===== src/rtl/weapon_attack_ctrl.sv =====
// -----------------------------------------------------------------------------
// weapon_attack_ctrl
//
// Player weapon attack sequencer. A rising edge of the left mouse button starts
// a melee swing (offset ramps up to SWING_MAX and back, one step per frame) or
// an archer draw (DRAW_FRAMES frames, then a one-cycle arrow launch). Every
// attack ends in a COOLDOWN lockout of COOLDOWN_FRAMES frames. Losing the game,
// dying or switching class mid-attack aborts straight back to IDLE.
//
// Ports
//   clk            : the only clock
//   rst_n          : asynchronous active-low reset
//   frame_tick     : one-cycle pulse per video frame
//   mouse_left     : raw left-button level
//   game_active    : game is running when nonzero
//   alive          : player alive
//   char_class     : 01 melee, 10 archer, anything else unarmed
//   boss_alive     : boss alive
//   melee_hit      : weapon/boss overlap level from the renderer
//   attack_active  : weapon visible (SWING, RETRACT, DRAW, FIRE)
//   anim_x_offset  : melee swing offset in pixels, 0 outside SWING/RETRACT
//   boss_dmg_pulse : one-cycle melee damage event, at most one per swing
//   arrow_fire     : one-cycle arrow launch event
//   busy           : high whenever the sequencer is not IDLE
//   dbg_state      : current state encoding, for debug and checkers
//
// Handshake: there is no valid/ready pair here. Inputs are levels sampled on
// every rising clk edge; boss_dmg_pulse and arrow_fire are single-cycle events
// that the consumer must capture in the cycle they are high, with no back-
// pressure.
//
// SWING_MAX must be a nonzero multiple of SWING_STEP, and DRAW_FRAMES and
// COOLDOWN_FRAMES must be at least 1.
// -----------------------------------------------------------------------------
module weapon_attack_ctrl #(
  parameter int SWING_STEP      = 4,
  parameter int SWING_MAX       = 24,
  parameter int DRAW_FRAMES     = 12,
  parameter int COOLDOWN_FRAMES = 20
) (
  input  logic        clk,
  input  logic        rst_n,
  input  logic        frame_tick,
  input  logic        mouse_left,
  input  logic [1:0]  game_active,
  input  logic        alive,
  input  logic [1:0]  char_class,
  input  logic        boss_alive,
  input  logic        melee_hit,
  output logic        attack_active,
  output logic [11:0] anim_x_offset,
  output logic        boss_dmg_pulse,
  output logic        arrow_fire,
  output logic        busy,
  output logic [2:0]  dbg_state
);

  // Counter must hold the larger of the two frame loads.
  localparam int CNT_MAX = (DRAW_FRAMES > COOLDOWN_FRAMES) ? DRAW_FRAMES : COOLDOWN_FRAMES;
  localparam int CW      = (CNT_MAX < 2) ? 1 : $clog2(CNT_MAX + 1);

  localparam logic [1:0]    CLASS_MELEE  = 2'b01;
  localparam logic [1:0]    CLASS_ARCHER = 2'b10;
  localparam logic [11:0]   STEP         = 12'(SWING_STEP);
  localparam logic [11:0]   PEAK         = 12'(SWING_MAX);
  localparam logic [CW-1:0] DRAW_LOAD    = CW'(DRAW_FRAMES);
  localparam logic [CW-1:0] COOL_LOAD    = CW'(COOLDOWN_FRAMES);
  localparam logic [CW-1:0] CNT_ONE      = CW'(1);

  typedef enum logic [2:0] {
    S_IDLE     = 3'd0,
    S_SWING    = 3'd1,
    S_RETRACT  = 3'd2,
    S_DRAW     = 3'd3,
    S_FIRE     = 3'd4,
    S_COOLDOWN = 3'd5
  } state_t;

  state_t        state, state_nx;
  logic [CW-1:0] cnt, cnt_nx, cnt_dn;
  logic [11:0]   offset, offset_nx, off_up, off_dn;
  logic          hit_done, hit_done_nx;
  logic          pulse_nx;
  logic          mouse_q;
  logic          click;
  logic          in_melee, in_ranged;
  logic          abort;
  logic          hit_now;

  // ---------------------------------------------------------------------------
  // Next-state logic
  // ---------------------------------------------------------------------------
  always_comb begin
    click     = mouse_left & ~mouse_q;
    in_melee  = (state == S_SWING) || (state == S_RETRACT);
    in_ranged = (state == S_DRAW)  || (state == S_FIRE);

    // Class is checked against the class implied by the attack in progress,
    // so a change away from it during the weapon-visible phases aborts.
    // COOLDOWN tolerates a class change; the lockout simply runs out.
    abort = (game_active == 2'b00) || !alive
         || (in_melee  && (char_class != CLASS_MELEE))
         || (in_ranged && (char_class != CLASS_ARCHER));

    // Only the first overlap of a swing counts.
    hit_now = in_melee && !hit_done && melee_hit && boss_alive;

    off_up = offset + STEP;
    off_dn = offset - STEP;
    cnt_dn = cnt - CNT_ONE;

    state_nx    = state;
    cnt_nx      = cnt;
    offset_nx   = offset;
    hit_done_nx = hit_done;
    pulse_nx    = 1'b0;

    if (abort) begin
      // Abort wins over frame_tick, clicks and any pending hit.
      state_nx    = S_IDLE;
      cnt_nx      = '0;
      offset_nx   = '0;
      hit_done_nx = 1'b0;
    end else begin
      case (state)
        S_IDLE: begin
          // A tick in this same cycle is deliberately not applied to the new
          // state; advancing starts with the next tick.
          if (click && (char_class == CLASS_MELEE)) begin
            state_nx    = S_SWING;
            offset_nx   = '0;
            hit_done_nx = 1'b0;
            cnt_nx      = '0;
          end else if (click && (char_class == CLASS_ARCHER)) begin
            state_nx = S_DRAW;
            cnt_nx   = DRAW_LOAD;
          end
        end

        S_SWING: begin
          if (hit_now) begin
            pulse_nx    = 1'b1;
            hit_done_nx = 1'b1;
          end
          if (frame_tick) begin
            offset_nx = off_up;
            if (off_up == PEAK) state_nx = S_RETRACT;
          end
        end

        S_RETRACT: begin
          if (hit_now) begin
            pulse_nx    = 1'b1;
            hit_done_nx = 1'b1;
          end
          if (frame_tick) begin
            offset_nx = off_dn;
            if (off_dn == '0) begin
              state_nx = S_COOLDOWN;
              cnt_nx   = COOL_LOAD;
            end
          end
        end

        S_DRAW: begin
          if (frame_tick) begin
            cnt_nx = cnt_dn;
            if (cnt_dn == '0) state_nx = S_FIRE;
          end
        end

        S_FIRE: begin
          // Exactly one cycle regardless of frame_tick.
          state_nx = S_COOLDOWN;
          cnt_nx   = COOL_LOAD;
        end

        S_COOLDOWN: begin
          // Clicks fall through unused here and are not remembered.
          if (frame_tick) begin
            cnt_nx = cnt_dn;
            if (cnt_dn == '0) state_nx = S_IDLE;
          end
        end

        default: begin
          state_nx    = S_IDLE;
          cnt_nx      = '0;
          offset_nx   = '0;
          hit_done_nx = 1'b0;
        end
      endcase
    end
  end

  // ---------------------------------------------------------------------------
  // State and registered outputs. Outputs are decoded from the next state so
  // they line up with the state register in the same cycle.
  // ---------------------------------------------------------------------------
  always_ff @(posedge clk or negedge rst_n) begin
    if (!rst_n) begin
      state          <= S_IDLE;
      cnt            <= '0;
      offset         <= '0;
      hit_done       <= 1'b0;
      mouse_q        <= 1'b0;
      boss_dmg_pulse <= 1'b0;
      arrow_fire     <= 1'b0;
      attack_active  <= 1'b0;
      busy           <= 1'b0;
    end else begin
      state          <= state_nx;
      cnt            <= cnt_nx;
      offset         <= offset_nx;
      hit_done       <= hit_done_nx;
      mouse_q        <= mouse_left;
      boss_dmg_pulse <= pulse_nx;
      arrow_fire     <= (state_nx == S_FIRE);
      attack_active  <= (state_nx == S_SWING) || (state_nx == S_RETRACT)
                     || (state_nx == S_DRAW)  || (state_nx == S_FIRE);
      busy           <= (state_nx != S_IDLE);
    end
  end

  // offset is forced to 0 on every path out of SWING/RETRACT, so it can drive
  // the port directly.
  assign anim_x_offset = offset;
  assign dbg_state     = state;

endmodule


===== config.mk =====
export PLATFORM = sky130hd
export DESIGN_NAME = weapon_attack_ctrl
export DESIGN_NICKNAME = d
export VERILOG_FILES = /design/src/rtl/weapon_attack_ctrl.sv
export SDC_FILE = /design/constraint.sdc
export NUM_CORES = 1
export LEC_CHECK = 0
export BUFFER_PORTS_ARGS = -buffer_cell sky130_fd_sc_hd__buf_2
export CORE_MARGIN = 1
export CORE_UTILIZATION = 50
export CTS_CLUSTER_SIZE = 24
export DETAILED_ROUTE_END_ITERATION = 10
export GPL_TIMING_DRIVEN = 0
export PLACE_DENSITY = 0.72
export SYNTH_ARGS = -nofsm -noshare
export SYNTH_HDL_FRONTEND = slang
export SYNTH_SLANG_ARGS = --single-unit

===== constraint.sdc =====
create_clock -name clk -period 2.9 [get_ports clk]
set_clock_uncertainty 0.1 [all_clocks]
set_input_delay 0.725 -clock clk [delete_from_list [all_inputs] [get_ports clk]]
set_output_delay 0.725 -clock clk [all_outputs]
set_load 0.005 [all_outputs]

==> results of run 1 <==
-- worst min-delay path by stage --
stage / start / endpoint / slack (ns) / cells past startpoint
6_report: rst_n / anim_x_offset[2] / 0.32 / 1
5_1_grt: hit_done / boss_dmg_pulse / 0.35 / 1
4_1_cts: hit_done / boss_dmg_pulse / 0.33 / 1
3_5_place_dp: hit_done / boss_dmg_pulse / 0.33 / 1
3_3_place_gp: hit_done / boss_dmg_pulse / 0.33 / 1
2_1_floorplan: hit_done / boss_dmg_pulse / 0.31 / 1
-- critical path, cell delays in order, from the launching register on --
cell and delay, ns:
dfrtp_1 0.42, buf_6 0.15, inv_1 0.09, ha_1 0.15
buf_2 0.22, nor3b_2 0.22, xnor2_1 0.19, o2111ai_1 0.21
or3b_1 0.41, buf_6 0.14, nand2b_4 0.13, a221oi_2 0.25
-- cells in the mapped netlist, drive strengths merged (3+ instances only) --
library cell / number / area [um^2]
a21oi: 29 / 145.1
nor2: 25 / 93.84
dfrtp: 24 / 600.6
clkbuf: 17 / 65.06
nand2: 16 / 60.06
nor3: 14 / 75.07
o21ai: 14 / 70.07
inv: 10 / 37.54
buf: 9 / 67.55
nand3: 9 / 45.04
and3: 7 / 43.79
a211oi: 5 / 37.54
ha: 5 / 62.56
nand2b: 5 / 38.78
nor3b: 5 / 37.54
nor4: 5 / 31.28
or2: 5 / 31.28
xor2: 5 / 43.79
a221oi: 4 / 41.29
a311oi: 4 / 35.03
and2: 4 / 25.02
nand4: 4 / 25.02
nor2b: 4 / 25.02
o221ai: 4 / 35.03
o31ai: 4 / 43.79
xnor2: 4 / 35.03
a22oi: 3 / 22.52
a31oi: 3 / 18.77
nand3b: 3 / 22.52
o211ai: 3 / 22.52
-- power groups by stage --
stage	logic (W)	clock network, W	registers (W)
finish	0.000447	0.000238	0.000378
global route	0.000486	0.000256	0.000382
CTS	0.000427	0.000245	0.000378
detailed placement	0.000425	0	0.000384
global placement	0.000421	0	0.000383
floorplan	0.000312	0	0.000383
-- cell usage in the layout, fill, tap and decap left out, types with 7 or more instances in the layout --
cell	n
buf_2	29
nor3_1	12
dfrtp_1	24
nor2_1	25
a21oi_1	29
inv_1	10
and3_1	7
clkbuf_1	16
nand2_1	16
o21ai_0	14
nand3_1	9
-- kinds of logic (layout without fill, tap and decap cells) --
group,count (synthesis),in the layout,share of synthesized area [%]
AOI/OAI and AO/OA,90,90,28.25
and+or+nand+nor,116,116,29.22
DFF,24,24,27.29
muxes,2,2,0.9096
buffers and inverters,36,67,7.731
xor gates and xnor gates,9,9,3.581
adders and majority gates,5,5,2.843
other,1,2,0.1704
-- metrics by stage --
stage / TNS, ns / worst slack (ns)
detailed placement: 0 / 0.1035
finish: 0 / 0.1419
CTS: 0 / 0.05626
global placement: 0 / 0.1247
global route: -0.001340 / -0.001340
floorplan: 0 / 0.3403
-- repair_timing --
action | in CTS | in global routing
setup buffers | 0 | 1
hold buffers | 0 | 0
setup endpoints to repair | 0 | 3
gates resized for setup | 0 | 5
-- state kept, by name, indices dropped and copies added (netlist names) --
register / cells
boss_dmg_pulse: 1
anim_x_offset: 10
mouse_q: 1
arrow_fire: 1
cnt: 5
busy: 1
hit_done: 1
dbg_state: 3
attack_active: 1
-- routing by layer --
metal	GRT usage [%]	vias to the layer above	wire, um
met1	42.19	1087	2880
met5	0	-	0
met4	8.594	0	104
met2	39.58	122	2649
met3	2.833	9	411
li1	-	1110	-
-- cell type report --
cell class                 instances  share of cell area (%)
clock buffer                       4                   2.209
timing repair buffer              27                   5.522
tap                               50                   2.510
multi-input combinational        224                   58.84
buffer                            26                   5.321
inverter                          10                   1.506
sequential                        24                   24.10
==> results.yml, run 1 <==
pwr:
  vdd.ir_drop.worst_uv: 196.3
  combPwrFrac_pct: 42.1
  seqPwrFrac_pct: 35.5
  switching_power_w: 0.0004176
  clkPwrFrac_pct: 22.4
  swShare_pct: 39.29
  powerDensity_nw_per_um2: 426.5
  p_leak_nw: 1.044
  p_int_w: 0.0006453
  p_total_w: 0.001063
placed_design:
  dpl.cell_count: 360
  place_congestion: 0.9279
  hpwl_um: 4314
  place_area_um2: 2397
  portBuffers: 26
sta:
  holdWs_ns: 0.3231
  tightest_slew_ns: 1.039
  relSlewSlack_pct: 30.14
  hold_violations: 0
  drv_slew: 0
  min_period_ns: 2.758
  fin_crit_sh_pct: 95.11
  fmax_mhz: 362.6
  finalSetupViolations: 0
die:
  start_util_pct: 53.48
  die_area_um2: 4671
  die_height_um: 68.35
  die_w_um: 68.35
  io_pins: 30
  num_rows: 23
  coreArea_um2: 4115
drt:
  wl_um: 6046
  viasPerCell: 6.378
  route.detailed.drc: 0
  drtIter0Drc: 215
  routedWlPerCell_um: 16.56
  ant_nets: 0
  first_pass_iters: 5
  vias: 2328
worst_setup_path:
  critPathCapture: "cnt[4]"
  end_kind: "flop"
  rr_startpoint: "anim_x_offset[3]"
  worstPathArrival_ns: 2.85
  crit_path_start: "anim_x_offset[3]"
  ff2ff_setup_slack_ns: 0.14
  cp.required_ns: 2.99
  timing.rr.end: "cnt[4]"
  cp-start-kind: "flop"
  crit_type: "flop to flop"
  path_max_fanout: 10
  rr_worst_depth: 11
clock_tree:
  clock-sinks: 24
  cts_tree: "built"
  cts-root-buf: "clkbuf_8"
  cts_buffers: 3
  path_clk_slew_ns: 0.09
  cts_buffer_depth: 2
  h-tree-depth: 1
  clk_latency_ns: 0.28
grt:
  grt_pass1_wl_um: 9418
  grt-ovfl-total: 0
  antenna_found_initial: 0
  grtUsageTotal_pct: 27.53
  grt_max_degree: 25
  grt_pass1_vias: 1903
logic_synthesis:
  ys_seq_area_share_pct: 27.29
  synth_cells: 283
  ys_types: 63
  syn_area_per_cell_um2: 7.777
  synth-edff-count: 0
  ys_ff_latch: 24
  ys.flop_type: "dfrtp_1"
  syn_area_um2: 2201
  ys_warn_count: 0
  async_reset_ff_share_pct: 100.0
cells_and_area:
  num_antenna_cells: 0
  post-route-cell-area_um2: 2492
  synthToLayoutAreaGrowth_pct: 13.25
  multi_input_area_um2: 1466
  seq_area_um2: 600.6
  fillCellCount: 402
  fin_nets: 332
  drive_gt1_share_pct: 18.10
  utilization_pct: 60.57
  layout.cells.non_filler: 365
status:
  status: "complete, no violations"
min_path:
  worstHoldPathType: "input port to asynchronous set/reset pin"
run:
  maxCapViolCount: 0
Power figures use the tool's default switching activity.
==> run 2, diff against run 1 <==
--- a/config.mk
+++ b/config.mk
@@ -8,6 +8,7 @@
 export BUFFER_PORTS_ARGS = -buffer_cell sky130_fd_sc_hd__buf_2
 export CORE_MARGIN = 1
 export CORE_UTILIZATION = 50
+export CTS_BUF_LIST = sky130_fd_sc_hd__clkbuf_8
 export CTS_CLUSTER_SIZE = 24
 export DETAILED_ROUTE_END_ITERATION = 10
 export GPL_TIMING_DRIVEN = 0
==> constraint.sdc (replaced) <==
create_clock -name clk -period 2.95 [get_ports clk]
set_clock_uncertainty 0.1 [all_clocks]
set_input_delay 0.7375 -clock clk [delete_from_list [all_inputs] [get_ports clk]]
set_output_delay 0.7375 -clock clk [all_outputs]
set_load 0.005 [all_outputs]
==> results.yml, run 2 (synthesis results as in run 1) <==
worst_setup_path:
  crit_type: "flop to flop"
  cp-start-kind: "flop"
  max_stage_delay_ns: 0.42
  cpMaxStageDelayCell: "dfrtp_1"
  cp.required_ns: 3.04
  path_max_fanout: 10
  path_delay_family: "compound AO/OA/AOI/OAI gates"
  end_kind: "flop"
  crit_top_cell: "buf_6"
  rr_worst_depth: 11
  cp.depth: 11
  worstPathArrival_ns: 2.88
  path_cells: "buf_6, inv_1, ha_1, buf_2, o21bai_1, a311oi_2, a211oi_1, or3b_1, buf_6, nand2b_4, a221oi_2"
  cp_num_buf_inv: 4
cells_and_area:
  fin_nets: 331
  synthToLayoutAreaGrowth_pct: 12.45
  layout_common_cells: "29 x buf_2, 29 x a21oi_1, 25 x nor2_1"
  num_antenna_cells: 0
  drive_gt1_share_pct: 17.20
  utilization_pct: 60.14
  largest_reg_flops: 10
grt:
  grt_pass1_vias: 1903
  grtUsageTotal_pct: 27.53
  antenna_found_initial: 0
  grt_pass1_wl_um: 9418
  grt-ovfl-total: 0
  grt_max_degree: 25
sta:
  finalSetupViolations: 0
  hold_violations: 0
  setup_tns_ns: 0
  drv_slew: 0
  holdWs_ns: 0.3338
  grt_setup_unrepaired: "false"
  tightest_slew_ns: 1.195
  min_period_ns: 2.791
  relSlewSlack_pct: 19.72
  fmax_mhz: 358.3
  fin_crit_sh_pct: 94.62
pwr:
  p_leak_nw: 1.036
  combPwrFrac_pct: 41.6
  p_int_w: 0.0006325
  powerDensity_nw_per_um2: 419.9
  swShare_pct: 39.14
  vdd.ir_drop.worst_uv: 193.1
  seqPwrFrac_pct: 35.8
  switching_power_w: 0.0004068
  clkPwrFrac_pct: 22.6
clock_tree:
  h-tree-depth: 1
  clk_latency_ns: 0.28
  clock-sinks: 24
  cts_tree: "built"
  path_clk_slew_ns: 0.09
  cts_buffers: 3
  cts-root-buf: "clkbuf_8"
  cts_buffer_depth: 2
  cts_setup_buffers: 0
die:
  die_area_um2: 4671
  io_pins: 30
  die_w_um: 68.35
  start_util_pct: 53.48
  num_rows: 23
  die_height_um: 68.35
  coreArea_um2: 4115
drt:
  top_layer_used: "met4"
  route.detailed.drc: 0
  viasPerCell: 6.335
  first_pass_iters: 4
  ant_nets: 0
  route.met3.wl_um: 450
  routedWlPerCell_um: 16.31
  wl_met2_um: 2581
  vias: 2306
  drtIter0Drc: 219
  wl_met1_um: 2826
  wl_um: 5936
placed_design:
  portBuffers: 26
  hpwl_um: 4314
  place_congestion: 0.9279
min_path:
  worstHoldPathType: "input port to asynchronous set/reset pin"
run:
  maxCapViolCount: 0
status:
  status: "complete, no violations"
-- run 2: final timing paths --
| path | start | endpoint | slack (ns) |
|---|---|---|---|
| worst max-delay path | anim_x_offset[2] | cnt[4] | 0.16 |
| min in group clk | hit_done | boss_dmg_pulse | 0.34 |
| max in group asynchronous | rst_n | dbg_state[2] | 2.04 |
| worst min register to register | hit_done | boss_dmg_pulse | 0.34 |
| worst min-delay path | rst_n | anim_x_offset[2] | 0.33 |
| worst max register to register | anim_x_offset[2] | cnt[4] | 0.16 |
-- run 2: routing by layer --
metal / up-vias / track usage [%]
met5: - / 0
met4: 0 / 8.594
met3: 8 / 2.833
met2: 113 / 39.58
met1: 1080 / 42.19
li1: 1105 / -
-- run 2: cell type report --
| type | count | area, um^2 |
|---|---|---|
| plain buffers | 26 | 132.6 |
| clock buffers | 4 | 55.05 |
| fillers | 402 | 1640 |
| inverters | 10 | 37.54 |
| multi-input cells | 224 | 1456 |
| flip-flops and latches | 24 | 600.6 |
| well taps | 50 | 62.56 |
| repair buffers | 26 | 130.1 |
-- run 2: power groups by stage --
stage | registers [W] | clock network [W] | logic, W
global placement | 0.000376 | 0 | 0.000414
floorplan | 0.000376 | 0 | 0.000306
global route | 0.000376 | 0.000251 | 0.000474
CTS | 0.000371 | 0.000241 | 0.000420
finish | 0.000372 | 0.000235 | 0.000432
detailed placement | 0.000378 | 0 | 0.000417
-- run 2: worst register-to-register path, cell delays in order (launching register included) --
cell and delay, ns:
dfrtp_1 0.42, buf_6 0.16, inv_1 0.06, ha_1 0.19
buf_2 0.19, o21bai_1 0.19, a311oi_2 0.32, a211oi_1 0.14
or3b_1 0.41, buf_6 0.15, nand2b_4 0.13, a221oi_2 0.24
-- run 2: repair_timing --
| item | 4_1_cts | 5_1_grt |
|---|---|---|
| setup endpoints to repair | 0 | 2 |
| hold buffers | 0 | 0 |
| gates resized for setup | 0 | 3 |
-- run 2: through the flow --
step                      std cells  setup WS, ns  total power, W  area [um^2]
after CTS                       364        0.1063        0.001033         2452
after floorplan                 284        0.3903       0.0006824         2205
final                           364        0.1587        0.001039         2475
after global routing            364       0.01708        0.001101         2475
after global placement          360        0.1747       0.0007899         2397
after detailed placement        360        0.1535       0.0007952         2397
==> run 3, diff against run 2 <==
--- a/config.mk
+++ b/config.mk
@@ -13,6 +13,7 @@
 export DETAILED_ROUTE_END_ITERATION = 10
 export GPL_TIMING_DRIVEN = 0
 export PLACE_DENSITY = 0.72
+export SETUP_SLACK_MARGIN = 0.3
 export SYNTH_ARGS = -nofsm -noshare
 export SYNTH_HDL_FRONTEND = slang
 export SYNTH_SLANG_ARGS = --single-unit
==> results.yml, run 3 (synthesis results as in run 1) <==
drt:
  drtIter0Drc: 234
  first_pass_iters: 5
  wl_um: 6528
  ant_nets: 0
  routedWlPerCell_um: 17.27
  vias: 2432
  viasPerCell: 6.434
  route.detailed.drc: 0
grt:
  antenna_found_initial: 0
  grt_pass1_wl_um: 9597
  grt_max_degree: 25
  grt-ovfl-total: 0
  grtUsageTotal_pct: 28.03
  grt_pass1_vias: 1941
clock_tree:
  cts_buffer_depth: 2
  cts-root-buf: "clkbuf_8"
  clk_latency_ns: 0.28
  path_clk_slew_ns: 0.09
  cts_buffers: 3
  h-tree-depth: 1
  cts_tree: "built"
  holdBufCountCts: 0
  clock-sinks: 24
worst_setup_path:
  ff2ff_setup_slack_ns: 0.34
  max_stage_delay_ns: 0.42
  rr_worst_depth: 10
  cpMaxStageDelayCell: "or3b_1"
  cp.required_ns: 3.04
  end_kind: "flop"
  cp.depth: 10
  crit_type: "flop to flop"
  cp_num_buf_inv: 4
  path_delay_family: "compound AO/OA/AOI/OAI gates"
  path_cells: "buf_6, inv_1, ha_4, buf_6, o41ai_4, o2111ai_2, or3b_1, buf_6, nand2b_4, a221oi_2"
  cp-start-kind: "flop"
  crit_top_cell: "buf_6"
  worstPathArrival_ns: 2.70
  path_max_fanout: 5
sta:
  tightest_slew_ns: 0.7602
  relSlewSlack_pct: 49.04
  fmax_mhz: 383.3
  hold_violations: 0
  setup_tns_ns: 0
  finalSetupViolations: 0
  fin_crit_sh_pct: 88.45
  min_period_ns: 2.609
  worst_slack_ns: 0.3408
  drv_slew: 0
  grt_setup_unrepaired: "false"
  holdWs_ns: 0.3320
pwr:
  powerDensity_nw_per_um2: 413.8
  p_total_w: 0.001096
  p_leak_nw: 1.131
  vdd.ir_drop.worst_uv: 198.9
status:
  status: "complete, no violations"
die:
  coreArea_um2: 4115
  io_pins: 30
  die_height_um: 68.35
  die_area_um2: 4671
  die_w_um: 68.35
  num_rows: 23
  start_util_pct: 53.48
cells_and_area:
  layout_common_cells: "28 x buf_2, 28 x a21oi_1, 25 x nor2_1"
  synthToLayoutAreaGrowth_pct: 20.35
  largest_reg_flops: 10
  utilization_pct: 64.37
  drive_gt1_share_pct: 23.48
  num_antenna_cells: 0
  fin_nets: 345
placed_design:
  place_congestion: 0.9279
  portBuffers: 26
  hpwl_um: 4314
  place_ws_ns: 0.1535
min_path:
  worstHoldPathType: "input port to asynchronous set/reset pin"
run:
  maxCapViolCount: 0
[run 3: cell type report]
type	instances	area [um^2]
Multi-Input combinational cell	224	1514
Fill cell	377	1466
Sequential cell	24	600.6
Timing Repair Buffer	40	239.0
Buffer	26	140.1
Tap cell	50	62.56
Clock buffer	4	55.05
Inverter	10	37.54
[run 3: what timing repair did]
| item | in CTS | in global routing |
|---|---|---|
| hold endpoints to repair | 0 | 0 |
| resized for setup | 8 | 10 |
| cloned | 0 | 1 |
| pin swaps | 2 | 6 |
| setup endpoints to repair | 6 | 12 |
| buffers inserted | 2 | 11 |
[run 3: path summary, 6_finish.rpt]
| path | from | endpoint |
|---|---|---|
| worst max-delay path | anim_x_offset[3] | cnt[4] |
| worst min-delay path | rst_n | anim_x_offset[2] |
| min in group clk | hit_done | boss_dmg_pulse |
| worst max register to register | anim_x_offset[3] | cnt[4] |
| max in group asynchronous | rst_n | dbg_state[2] |
| worst min register to register | hit_done | boss_dmg_pulse |
[run 3: stage by stage]
step                      area [um^2]  instances
after floorplan                  2205        284
after global placement           2397        360
after detailed placement         2397        360
after CTS                        2517        366
after global routing             2649        378
final                            2649        378
[run 3: report_power, final]
group	total (W)	switching (W)	leakage [nW]	internal, W
sequential	0.000373	0.0000211	0.329	0.000352
clock	0.000237	0.000117	0.0288	0.000120
combinational	0.000487	0.000294	0.773	0.000192
total	0.00110	0.000432	1.13	0.000663
[run 3: per-layer routing]
layer,wire length [um],global-route usage (%),vias up
met1,3012,42.94,1140
met3,541,2.833,13
met5,0,0,-
met4,106,8.854,0
li1,-,-,1136
met2,2868,40.32,143
